`config.mk`:
```
export PLATFORM = sky130hd
export DESIGN_NAME = res_deframer
export DESIGN_NICKNAME = d
export VERILOG_FILES = /design/src/rtl/res_deframer.sv
export SDC_FILE = /design/constraint.sdc
export NUM_CORES = 1
export LEC_CHECK = 0
export ABC_AREA = 1
export BUFFER_PORTS_ARGS = -buffer_cell sky130_fd_sc_hd__buf_2
export CORE_MARGIN = 4
export CORE_UTILIZATION = 59
export CTS_CLUSTER_DIAMETER = 30
export DETAILED_ROUTE_END_ITERATION = 7
export MAX_ROUTING_LAYER = met4
export PLACE_DENSITY = 0.85
export SYNTH_ARGS = -nofsm -noshare
export SYNTH_HDL_FRONTEND = slang
export SYNTH_SLANG_ARGS = --single-unit
```
`constraint.sdc`:
```
create_clock -name clk -period 3.1 [get_ports clk]
set_input_delay 0.62 -clock clk [delete_from_list [all_inputs] [get_ports clk]]
set_output_delay 0.62 -clock clk [all_outputs]
set_load 0.02 [all_outputs]
```
`src/rtl/res_deframer.sv`:
```
// Response-path deframer: pulls bytes from the response FIFO, hunts for 0xA5 frames and
// presents tag + 64-bit payload with valid/ready. Define RES_DEFRAMER_CSUM_EN to build the XOR checksum check.
module res_deframer #(
  parameter int TIMEOUT_CYCLES = 1024
) (
  input  logic        clk,
  input  logic        rst_n,
  input  logic        almost_empty,
  output logic        rd_en,
  input  logic [7:0]  din,
  output logic        rsp_valid,
  input  logic        rsp_ready,
  output logic [7:0]  rsp_tag,
  output logic [63:0] rsp_data,
  output logic        rsp_err,
  output logic [7:0]  drop_cnt
);

  localparam int CNT_W = $clog2(TIMEOUT_CYCLES + 1);
  localparam logic [7:0] HEADER = 8'hA5;

  typedef enum logic [2:0] {S_HUNT, S_TAG, S_DATA, S_CSUM, S_HOLD} state_t;

  state_t           state, state_nxt;
  logic             in_flight;
  logic [2:0]       idx;
  logic [CNT_W-1:0] idle_cnt;
  logic             in_frame;
  logic             timeout;

  assign in_frame  = (state == S_TAG) || (state == S_DATA) || (state == S_CSUM);
  // Abort on the TIMEOUT_CYCLES-th consecutive cycle with no byte sampled.
  assign timeout   = in_frame && !in_flight && (idle_cnt == CNT_W'(TIMEOUT_CYCLES - 1));
  assign rsp_valid = (state == S_HOLD);

  always_comb begin
    state_nxt = state;
    case (state)
      S_HUNT: if (in_flight && din == HEADER) state_nxt = S_TAG;
      S_TAG:  if (in_flight) state_nxt = S_DATA;
      S_DATA: if (in_flight && idx == 3'd7) state_nxt = S_CSUM;
      S_CSUM: if (in_flight) state_nxt = S_HOLD;
      S_HOLD: if (rsp_ready) state_nxt = S_HUNT;
      default: state_nxt = S_HUNT;
    endcase
    if (timeout) state_nxt = S_HUNT;
  end

  always_ff @(posedge clk or negedge rst_n) begin
    if (!rst_n) begin
      state     <= S_HUNT;
      rd_en     <= 1'b0;
      in_flight <= 1'b0;
      idle_cnt  <= '0;
      drop_cnt  <= 8'h00;
    end else begin
      state     <= state_nxt;
      // One read outstanding at most: the cycle after a strobe is always the sample cycle.
      rd_en     <= !rd_en && (state_nxt != S_HOLD) && !almost_empty;
      in_flight <= rd_en;
      if (timeout || !in_frame || in_flight) idle_cnt <= '0;
      else                                   idle_cnt <= idle_cnt + 1'b1;
      if (timeout && drop_cnt != 8'hFF) drop_cnt <= drop_cnt + 8'd1;
    end
  end

  always_ff @(posedge clk or negedge rst_n) begin
    if (!rst_n) begin
      idx      <= 3'd0;
      rsp_tag  <= 8'h00;
      rsp_data <= 64'd0;
    end else if (in_flight) begin
      case (state)
        S_TAG: begin
          rsp_tag <= din;
          idx     <= 3'd0;
        end
        S_DATA: begin
          rsp_data[8*idx +: 8] <= din;
          idx                  <= idx + 3'd1;
        end
        default: ;
      endcase
    end
  end

`ifdef RES_DEFRAMER_CSUM_EN
  logic [7:0] csum_acc;

  always_ff @(posedge clk or negedge rst_n) begin
    if (!rst_n) begin
      csum_acc <= 8'h00;
      rsp_err  <= 1'b0;
    end else if (in_flight) begin
      case (state)
        S_TAG:   csum_acc <= din;
        S_DATA:  csum_acc <= csum_acc ^ din;
        S_CSUM:  rsp_err  <= (csum_acc != din);
        default: ;
      endcase
    end
  end
`else
  assign rsp_err = 1'b0;
`endif

endmodule

```
==> summary.txt, run 1 <==
Outcome
  – Outcome: complete, no violations

CTS
  – CTS H-Tree Depth: 3
  – CTS Root Buffer Type: clkbuf_8
  – Clock tree from TritonCTS: yes
  – Clock-pin slew on the worst setup and hold paths: 90 ps
  – Number of setup buffers added after CTS: 0
  – Cts hold-fix bufs: 0
  – Resized cells post-CTS: 0
  – CTS max path bufs: 2
  – Clk Latency, worst-skew pair: 370 ps
  – Clk sinks: 99
  – Total CTS buffers: 9

Run
  – Max-cap violations: 0

GRT
  – Grt ovf: 0
  – Initial antenna violation count: 0
  – GR Util All Layers: 0.242
  – First-pass GRT wire length: 18.2 mm
  – Largest net degree at the start of global routing: 58
  – Vias in the first global route: 3904

Floorplanning
  – Die Span Y: 96.7 um
  – Die area: 0.00936 sq mm
  – Initial Util: 0.604
  – # IOs: 95
  – FP Rows: 32
  – Die width: 96.7 um
  – Core footprint: 0.00769 sq mm

STA
  – Slew @ Worst Pin: 617 ps
  – Peak Freq: 407 MHz
  – Setup tns final: 0 ps
  – Tcrit/Tclk final: 0.793
  – RSZ-0062 raised after global routing: no
  – Relative slew slack: 0.586
  – Setup violators final: 0
  – Final Critical Period: 2460 ps
  – Final Hold Viols: 0
  – Skew final: 7.19 ps
  – Slew Viols, Final: 0

Route
  – Top Metal Used: met4
  – Met1 wire length: 4.61 mm
  – Post-Route WL: 10.8 mm
  – DRC viols: 0
  – Met3 Routed Length: 734 um
  – DR iter-0 viols: 271
  – Vias: 4015
  – Met2 WL: 5.29 mm
  – Vias per inst: 5.43
  – DRT Pass-1 Iters: 5
  – Routed Antenna Nets: 0
  – WL/cell: 14.6 um

Place
  – HPWL Detailed: 8.01 mm
  – Buffers on Ports: 93
  – Final weighted congestion of routability-driven global placement: 0.883

Yosys
  – Post-synth top area share: 0.533
  – Post-Syn Nets: 560
  – Seq/Total Area, Yosys: 0.533
  – Synth Warn #: 0
  – Post-Syn Instances: 540
  – Async S/R FF share, synth: 1.00
  – Unique masters post-synth: 32
  – Register bit total from synthesis: 99
  – Synth area leader: dfrtp_1
  – Syn Area/Cell: 8.60 sq um
  – Post-synth EDFFs: 0
  – Main synth FF type: dfrtp_1
  – Mapped cell area: 0.00464 sq mm
  – Top cells by area, synth: dfrtp_1 (53%), nand2_1 (15%), nand3_1 (7.1%)

Critical path
  – WS Path Type: register to register
  – Crit-path cells: inv_2, ha_1, ha_1, nor3_2, nand2_4, nand2_1, nand2_1
  – Crit-path slowest cell: dfrtp_1
  – Crit path from: idx[0]
  – Setup crit end kind: register
  – Slowest cell delay on critical path: 620 ps
  – Crit path capture: rsp_data[51]
  – Reg2reg start: idx[0]
  – Crit-path max FO: 10
  – CP startpoint kind: register
  – Reg2reg end: rsp_data[51]
  – R2R Setup Slk: 640 ps
  – Required time worst endpoint: 3350 ps
  – Critical path arrival: 2710 ps
  – FF-to-FF path depth: 7

Cells and area
  – Filler instances: 625
  – Area grow syn2layout: 15.4%
  – Final #Nets: 653
  – Fraction of final layout cells sized beyond drive strength 1: 0.229
  – Ant. Diodes: 0
  – Final core occ: 0.697

Pwr
  – Lkg Pwr: 2.52 nW
  – Pwr dens: 557 mW/mm^2
  – Worst vdd ir: 263 uV

Worst hold path
  – Hold Crit Class: input pin to asynchronous set/reset pin
==> cell usage in the layout, fill, tap and decap left out, types with 3 or more instances in the layout <==
cell / instances
nand2_1: 184
clkbuf_8: 11
o21ai_1: 4
nor2_4: 5
o21ai_0: 13
xor2_1: 3
inv_1: 34
nand4_1: 11
a21oi_1: 6
nor3_1: 20
dfrtp_1: 99
xnor2_1: 3
o21ai_2: 8
nor2_2: 4
inv_2: 3
nor2_1: 35
ha_1: 8
nand2_4: 4
nand3_1: 66
buf_2: 92
nand2_2: 5
==> per-stage QoR <==
stage,power (W),worst slack (ps),instances,hold WS (ps),cell area (sq um)
final,0.00299,640,739,233,5360
after CTS,0.00299,694,739,250,5360
after floorplan,0.00203,1100,540,324,4640
after detailed placement,0.00223,738,724,410,5180
after global routing,0.00312,548,739,276,5360
after global placement,0.00221,874,724,394,5180
==> power by group <==
group	switching (W)	internal (W)	total [W]
registers	0.0000742	0.00137	0.00145
clock network	0.000436	0.000333	0.000770
logic	0.000560	0.000210	0.000770
total	0.00107	0.00192	0.00299
==> cells by family (layout without fill, tap and decap cells) <==
logic type | count (synthesis) | after routing | synth area share
compound gates | 34 | 34 | 0.0445
xor+xnor | 6 | 6 | 0.0113
other cells | 1 | 1 | 0.000807
fa+ha+maj | 8 | 8 | 0.0216
flops | 99 | 99 | 0.533
simple gates | 340 | 340 | 0.336
buf+inv | 52 | 149 | 0.0528
==> layout make-up <==
cell class / instances / area, sq um / area share
Clock buffer: 12 / 155 / 0.0289
Clock inverter: 3 / 23.8 / 0.00444
Inverter: 39 / 159 / 0.0296
Multi-Input combinational cell: 389 / 1920 / 0.359
Sequential cell: 99 / 2480 / 0.462
Tap cell: 102 / 128 / 0.0238
Timing Repair Buffer: 95 / 495 / 0.0924
==> worst min path at each step <==
stage | to | depth (start not counted) | from
5_1_grt | rsp_data[19] | 1 | rst_n
6_report | rsp_data[21] | 1 | rst_n
2_1_floorplan | drop_cnt[0] | 0 | rst_n
3_5_place_dp | in_flight | 0 | rd_en
4_1_cts | rsp_data[21] | 1 | rst_n
3_3_place_gp | in_flight | 0 | rd_en
==> synthesized netlist by cell type (2+ instances only) <==
master,number
nand2_1,184
dfrtp_1,99
nand3_1,66
nor2_1,35
inv_1,34
nor3_1,20
o21ai_0,13
nand4_1,11
ha_1,8
o21ai_2,8
a21oi_1,6
buf_2,6
nand2_2,5
nor2_4,5
nand2_4,4
nor2_2,4
o21ai_1,4
buf_6,3
inv_2,3
xnor2_1,3
xor2_1,3
buf_4,2
clkbuf_1,2
nand3_2,2
nor3_4,2
o211ai_1,2
==> critical path, delay by kind of cell (launching register included) <==
kind                       cells  cell delay (ps)
adders and majority gates      2              680
buffers and inverters          1              120
DFF                            1              620
and+or+nand+nor                4              930
==> sequential cells by signal (all words and copies together) (netlist names) <==
signal and count:
rsp_data 64, idle_cnt 11, drop_cnt 8, rsp_tag 8, idx 3, state 3
in_flight 1, rd_en 1
==> routing by layer <==
| layer | track usage | vias to the layer above |
|---|---|---|
| met5 | - | - |
| met4 | 0.0691 | 0 |
| met3 | 0.0555 | 17 |
| met2 | 0.390 | 135 |
| met1 | 0.309 | 1935 |
| li1 | - | 1928 |
Power figures use the tool's default switching activity.
==> run 2, diff against run 1 <==
- CORE_UTILIZATION: 59 -> 49
- PLACE_DENSITY: 0.85 -> 0.75
- clock period: 3.1 -> 2.05 ns (I/O delays scaled with it)
==> run 2 against run 1 <==
  * Clock power up 92%
  * Via count down 1.2%
  * Register-to-register slack lost 480 ps
  * Critical endpoint is now rsp_data[37]
  * Wire length rose by 0.99%
==> summary.txt, run 2 (synthesis gave the netlist of run 1 again) <==
Critical path
  – Slowest cell delay on critical path: 470 ps
  – Critical path arrival: 2130 ps
  – CP startpoint kind: register
  – Crit-path slowest cell: ha_2
  – WS Path Type: register to register
  – Crit-path max FO: 9
  – Setup crit end kind: register
  – CP top delay family: simple AND/OR/NAND/NOR gates
  – Required time worst endpoint: 2300 ps
  – Crit-path cells: inv_2, ha_1, ha_2, nand2_1, nor2_1, nand3_2, nand2_1, nand2_1
  – Cell mode on critical path: nand2_1
  – Worst path buffer plus inverter count: 1

Floorplanning
  – Initial Util: 0.503
  – FP Rows: 35
  – # IOs: 95
  – Die Span Y: 105 um
  – Die width: 105 um
  – Die area: 0.0111 sq mm
  – Core footprint: 0.00924 sq mm

CTS
  – CTS H-Tree Depth: 3
  – Resized cells post-CTS: 0
  – Clock tree from TritonCTS: yes
  – Clk sinks: 99
  – CTS Root Buffer Type: clkbuf_8
  – Clock-pin slew on the worst setup and hold paths: 100 ps
  – Cts hold-fix bufs: 0
  – Total CTS buffers: 9
  – Number of setup buffers added after CTS: 0
  – CTS max path bufs: 2
  – Clk Latency, worst-skew pair: 360 ps

Run
  – Max-cap violations: 0

Cells and area
  – Commonest cells after routing, fill and taps aside: nand2_1 (184), dfrtp_1 (99), buf_2 (92)
  – Area grow syn2layout: 18.5%
  – Final #Nets: 659
  – Biggest regs: rsp_data (64), idle_cnt (11)
  – Fraction of final layout cells sized beyond drive strength 1: 0.240
  – Cell area after layout: 0.00551 sq mm
  – Reg area: 0.00248 sq mm
  – Ant. Diodes: 0
  – Max FFs per register: 64
  – Filler instances: 848
  – Reg with most FFs: rsp_data
  – Area of the multi-input gates: 0.00193 sq mm
  – Most common cell after layout, fill and taps aside: nand2_1

STA
  – Slew Viols, Final: 0
  – Peak Freq: 530 MHz
  – Setup violators final: 0
  – Skew final: 8.61 ps
  – Slew @ Worst Pin: 588 ps
  – Relative slew slack: 0.607
  – Tcrit/Tclk final: 0.920
  – Setup tns final: 0 ps
  – Final Critical Period: 1890 ps
  – Final Hold Viols: 0
  – RSZ-0062 raised after global routing: no

Pwr
  – Worst vdd ir: 445 uV
  – Internal power: 0.00325 W
  – Clock share of power: 0.302
  – Lkg Pwr: 2.58 nW
  – Pwr dens: 889 mW/mm^2
  – Switching pwr: 0.00165 W
  – Share of power burned in registers: 0.440
  – Net Sw Frac: 0.337
  – Comb power frac: 0.258

Place
  – Final weighted congestion of routability-driven global placement: 0.873
  – Buffers on Ports: 93
  – Placed inst area: 0.00526 sq mm
  – HPWL Detailed: 7.97 mm

Route
  – Routed Antenna Nets: 0
  – Vias: 3966
  – Post-Route WL: 10.9 mm
  – WL/cell: 14.1 um
  – DRT Pass-1 Iters: 5
  – DR iter-0 viols: 233
  – DRC viols: 0
  – Vias per inst: 5.14

GRT
  – Vias in the first global route: 3902
  – Largest net degree at the start of global routing: 100
  – Grt ovf: 0
  – Initial antenna violation count: 0
  – First-pass GRT wire length: 18.6 mm
  – GR Util All Layers: 0.210

Worst hold path
  – Hold Crit Class: input pin to asynchronous set/reset pin

Outcome
  – Outcome: complete, no violations
==> run 2: cell types whose count changed in the layout (fill, tap and decap cells not counted) <==
| cell | before | now |
|---|---|---|
| buf_4 | 2 | 8 |
| bufinv_16 | 0 | 3 |
| clkbuf_1 | 1 | 0 |
| clkbuf_8 | 11 | 9 |
| clkinv_4 | 2 | 1 |
| ha_1 | 8 | 7 |
| ha_2 | 0 | 1 |
| inv_6 | 0 | 1 |
| nor2_2 | 4 | 3 |
| nor2_4 | 5 | 6 |
==> run 2: path summary, 6_finish.rpt <==
| check | start | endpoint | slack [ps] | depth (start not counted) |
|---|---|---|---|---|
| setup / recovery | idx[0] | rsp_data[37] | 160 | 8 |
| hold / removal | rst_n | rsp_data[55] | 80 | 2 |
| setup reg to reg | idx[0] | rsp_data[37] | 160 | 8 |
| hold reg to reg | rd_en | in_flight | 430 | 0 |
| max in group asynchronous | rst_n | rsp_data[35] | 1560 | 2 |
| min in group clk | almost_empty | rd_en | 200 | 2 |
==> run 2: power groups by stage <==
stage	Sequential, W	Clock, W	Combinational [W]
5_1_grt	0.00217	0.00159	0.00138
2_1_floorplan	0.00232	0	0.000743
6_report	0.00216	0.00148	0.00126
3_5_place_dp	0.00219	0	0.00124
4_1_cts	0.00216	0.00150	0.00124
3_3_place_gp	0.00220	0	0.00120
==> run 2: metrics by stage <==
stage | util | std cells | setup slack, ps | hold slack, ps | total power (W)
after floorplan | - | 540 | 52.6 | 114 | 0.00307
after global placement | 0.569 | 757 | 163 | 399 | 0.00339
after detailed placement | 0.569 | 757 | 67.9 | 416 | 0.00343
after CTS | 0.595 | 772 | 53.5 | 118 | 0.00489
after global routing | 0.596 | 772 | 18.6 | 136 | 0.00514
final | 0.596 | 772 | 164 | 84.1 | 0.00490
==> run 2: per-layer routing <==
layer,global-route usage,part of all wire
met1,0.266,0.44
met2,0.342,0.48
met5,-,0
met4,0.0675,0.018
met3,0.0386,0.056
==> run 2: worst reg2reg max path, stage by stage (launching register included) <==
cell     delay, ps
dfrtp_1        370
inv_2           60
ha_1           200
ha_2           470
nand2_1         80
nor2_1         220
nand3_2        200
nand2_1        120
nand2_1         70
==> run 2: final cells by class <==
cell class                      instances  share of cell area
Clock buffer                            9              0.0225
Clock inverter                          6              0.0207
Inverter                               39              0.0289
Multi-Input combinational cell        389               0.350
Sequential cell                        99               0.450
Tap cell                              129              0.0293
Timing Repair Buffer                  101              0.0982
==> run 3, diff against run 2 <==
- ABC_AREA: 1 -> default
- CORE_UTILIZATION: 49 -> 48
==> run 3 against run 2 <==
  * Global-route usage shrank 0.36 points
  * Design area shrank 6.8%
  * Synthesized area shrank 11%
  * Combinational power shrank 43%
  * Critical path type unchanged
  * Flip-flop and latch count is the same
  * Worst hold slack gained 120 ps
  * Count of clock-buffer cells in the layout grew 4
  * Die area shrank 8.8%
  * Wire length shrank 11%
  * Synthesized cell count shrank 31%
  * Critical path depth shrank 2
  * Clock skew grew 4.6 ps
==> summary.txt, run 3 <==
Cells and area
  – Reg with most FFs: rsp_data
  – Area grow syn2layout: 24.6%
  – Cell area after layout: 0.00513 sq mm
  – Most common cell after layout, fill and taps aside: dfrtp_1
  – Biggest regs: rsp_data (64), idle_cnt (11)
  – Filler instances: 682
  – Commonest cells after routing, fill and taps aside: dfrtp_1 (99), buf_2 (92), nand2_1 (78)
  – Max FFs per register: 64
  – Ant. Diodes: 0
  – Final #Nets: 507
  – Fraction of final layout cells sized beyond drive strength 1: 0.325

Route
  – WL/cell: 16.2 um
  – Vias per inst: 5.18
  – DR iter-0 viols: 157
  – DRT Pass-1 Iters: 4
  – Routed Antenna Nets: 0
  – DRC viols: 0
  – Post-Route WL: 9.67 mm
  – Vias: 3093

Critical path
  – Crit-path slowest cell: dfrtp_1
  – CP top delay family: adder cells
  – Slowest cell delay on critical path: 360 ps
  – Worst path buffer plus inverter count: 1
  – CP startpoint kind: register
  – Critical path arrival: 2160 ps
  – Crit path from: idx[1]
  – Crit-path max FO: 8
  – Required time worst endpoint: 2280 ps
  – Crit-path cells: inv_1, ha_1, ha_4, nor2b_2, and4b_4, mux2_1
  – Setup crit end kind: register
  – WS Path Type: register to register
  – Reg2reg start: idx[1]

Yosys
  – Synth Warn #: 0
  – Syn Area/Cell: 11.0 sq um
  – Async S/R FF share, synth: 1.00
  – Post-synth EDFFs: 0
  – Main synth FF type: dfrtp_1
  – Unique masters post-synth: 40
  – Post-Syn Instances: 375
  – Post-synth top area share: 0.602
  – Seq/Total Area, Yosys: 0.602
  – Post-Syn Nets: 395
  – Register bit total from synthesis: 99
  – Synth area leader: dfrtp_1
  – Mapped cell area: 0.00412 sq mm
  – Most frequent cell after synthesis: dfrtp_1
  – Top cells by count, synth: dfrtp_1 (99), nand2_1 (78), o21ai_0 (49), nor2_1 (20), mux2_2 (18)
  – Top cells by area, synth: dfrtp_1 (60%), nand2_1 (7.1%), o21ai_0 (6.0%)

GRT
  – Largest net degree at the start of global routing: 36
  – Initial antenna violation count: 0
  – Vias in the first global route: 3155
  – GR Util All Layers: 0.206
  – Grt ovf: 0
  – First-pass GRT wire length: 15.8 mm

STA
  – Final Hold Viols: 0
  – Final Critical Period: 1930 ps
  – RSZ-0062 raised after global routing: no
  – Peak Freq: 518 MHz
  – Setup tns final: 0 ps
  – Setup violators final: 0
  – Skew final: 13.2 ps
  – Tcrit/Tclk final: 0.941
  – Slew Viols, Final: 0
  – Hold WS: 208 ps

Pwr
  – Pwr dens: 817 mW/mm^2
  – Lkg Pwr: 2.52 nW
  – Worst vdd ir: 400 uV

Floorplanning
  – Initial Util: 0.496
  – Die area: 0.0101 sq mm
  – FP Rows: 33
  – Core footprint: 0.00830 sq mm
  – Die Span Y: 101 um
  – Die width: 101 um
  – # IOs: 95

CTS
  – Clock tree from TritonCTS: yes
  – CTS H-Tree Depth: 3
  – Total CTS buffers: 9
  – Clk sinks: 99
  – CTS Root Buffer Type: clkbuf_8
  – Clock-pin slew on the worst setup and hold paths: 90 ps
  – CTS max path bufs: 2
  – Clk Latency, worst-skew pair: 360 ps

Place
  – Buffers on Ports: 93
  – Placed inst area: 0.00484 sq mm
  – HPWL Detailed: 6.94 mm
  – Final weighted congestion of routability-driven global placement: 0.872

Run
  – Max-cap violations: 0

Outcome
  – Outcome: complete, no violations

Worst hold path
  – Hold Crit Class: input pin to register
  – Hold path start: almost_empty
==> run 3: cell count changes in the layout (fill, tap and decap cells not counted), sizes merged, moves of 4 or more <==
| cell | before | now |
|---|---|---|
| xnor2 | 3 | 7 |
| nand3 | 69 | 18 |
| and3 | 0 | 5 |
| o21ai | 25 | 49 |
| buf | 101 | 112 |
| inv | 39 | 7 |
| nor2 | 44 | 21 |
| nand2 | 193 | 78 |
| mux2 | 0 | 26 |
| nand4 | 11 | 2 |
| nor3 | 23 | 6 |
| clkbuf | 9 | 13 |
==> run 3: cells by family (layout without fill, tap and decap cells) <==
family          after synthesis  in the layout  share of synthesized area
buf+inv                      19            136                     0.0207
other cells                   1              1                   0.000911
flops                        99             99                      0.602
mux                          26             26                     0.0720
simple gates                150            150                      0.177
xor+xnor                     13             13                     0.0277
fa+ha+maj                     8              8                     0.0243
compound gates               59             59                     0.0760
==> run 3: worst reg2reg max path, stage by stage (launching register included) <==
cell and delay, ps:
dfrtp_1 360, inv_1 70, ha_1 220, ha_4 300
nor2b_2 180, and4b_4 330, mux2_1 350
==> run 3: path summary, 6_finish.rpt <==
path	depth (start not counted)	endpoint	slack, ps
setup reg to reg	6	rsp_data[34]	120
hold / removal	2	rd_en	210
hold reg to reg	0	in_flight	410
min in group asynchronous	2	rsp_tag[2]	540
setup / recovery	6	rsp_data[34]	120
max in group asynchronous	3	drop_cnt[7]	980
==> run 3: timing repair <==
action                     CTS  global route
gates cloned                 0             0
hold buffers                 1             0
buffers inserted             0             1
hold endpoints to repair    30             0
resized for setup            1             4
setup endpoints to repair    7            15
pin swaps                    0             1
==> run 3: where the power goes <==
group | switching (W) | internal [W] | total [W]
Clock | 0.000639 | 0.000821 | 0.00146
Combinational | 0.000432 | 0.000280 | 0.000712
Sequential | 0.0000257 | 0.00200 | 0.00202
==> run 3: layer usage <==
| metal | vias up | global-route usage | wire [um] |
|---|---|---|---|
| li1 | 1495 | - | - |
| met1 | 1495 | 0.275 | 4360 |
| met2 | 93 | 0.324 | 4700 |
| met3 | 10 | 0.0367 | 507 |
| met4 | 0 | 0.0622 | 103 |
| met5 | - | - | 0 |
==> run 3: final cells by class <==
class                           instances  area (sq um)  share of cell area
Inverter                                7          26.3             0.00512
Tap cell                              105           131              0.0256
Clock inverter                          3          67.6              0.0132
Sequential cell                        99          2480               0.483
Timing Repair Buffer                  113           646               0.126
Multi-Input combinational cell        257          1610               0.313
Clock buffer                           13           179              0.0349
==> run 3: stage by stage <==
| step | utilization | total power [W] | setup WS [ps] | instances |
|---|---|---|---|---|
| 2_1_floorplan | - | 0.00243 | -5.10 | 375 |
| 3_3_place_gp | 0.583 | 0.00267 | 113 | 579 |
| 3_5_place_dp | 0.583 | 0.00269 | -37.3 | 579 |
| 4_1_cts | 0.614 | 0.00416 | 8.22 | 596 |
| 5_1_grt | 0.618 | 0.00438 | 30.2 | 597 |
| 6_report | 0.618 | 0.00419 | 120 | 597 |
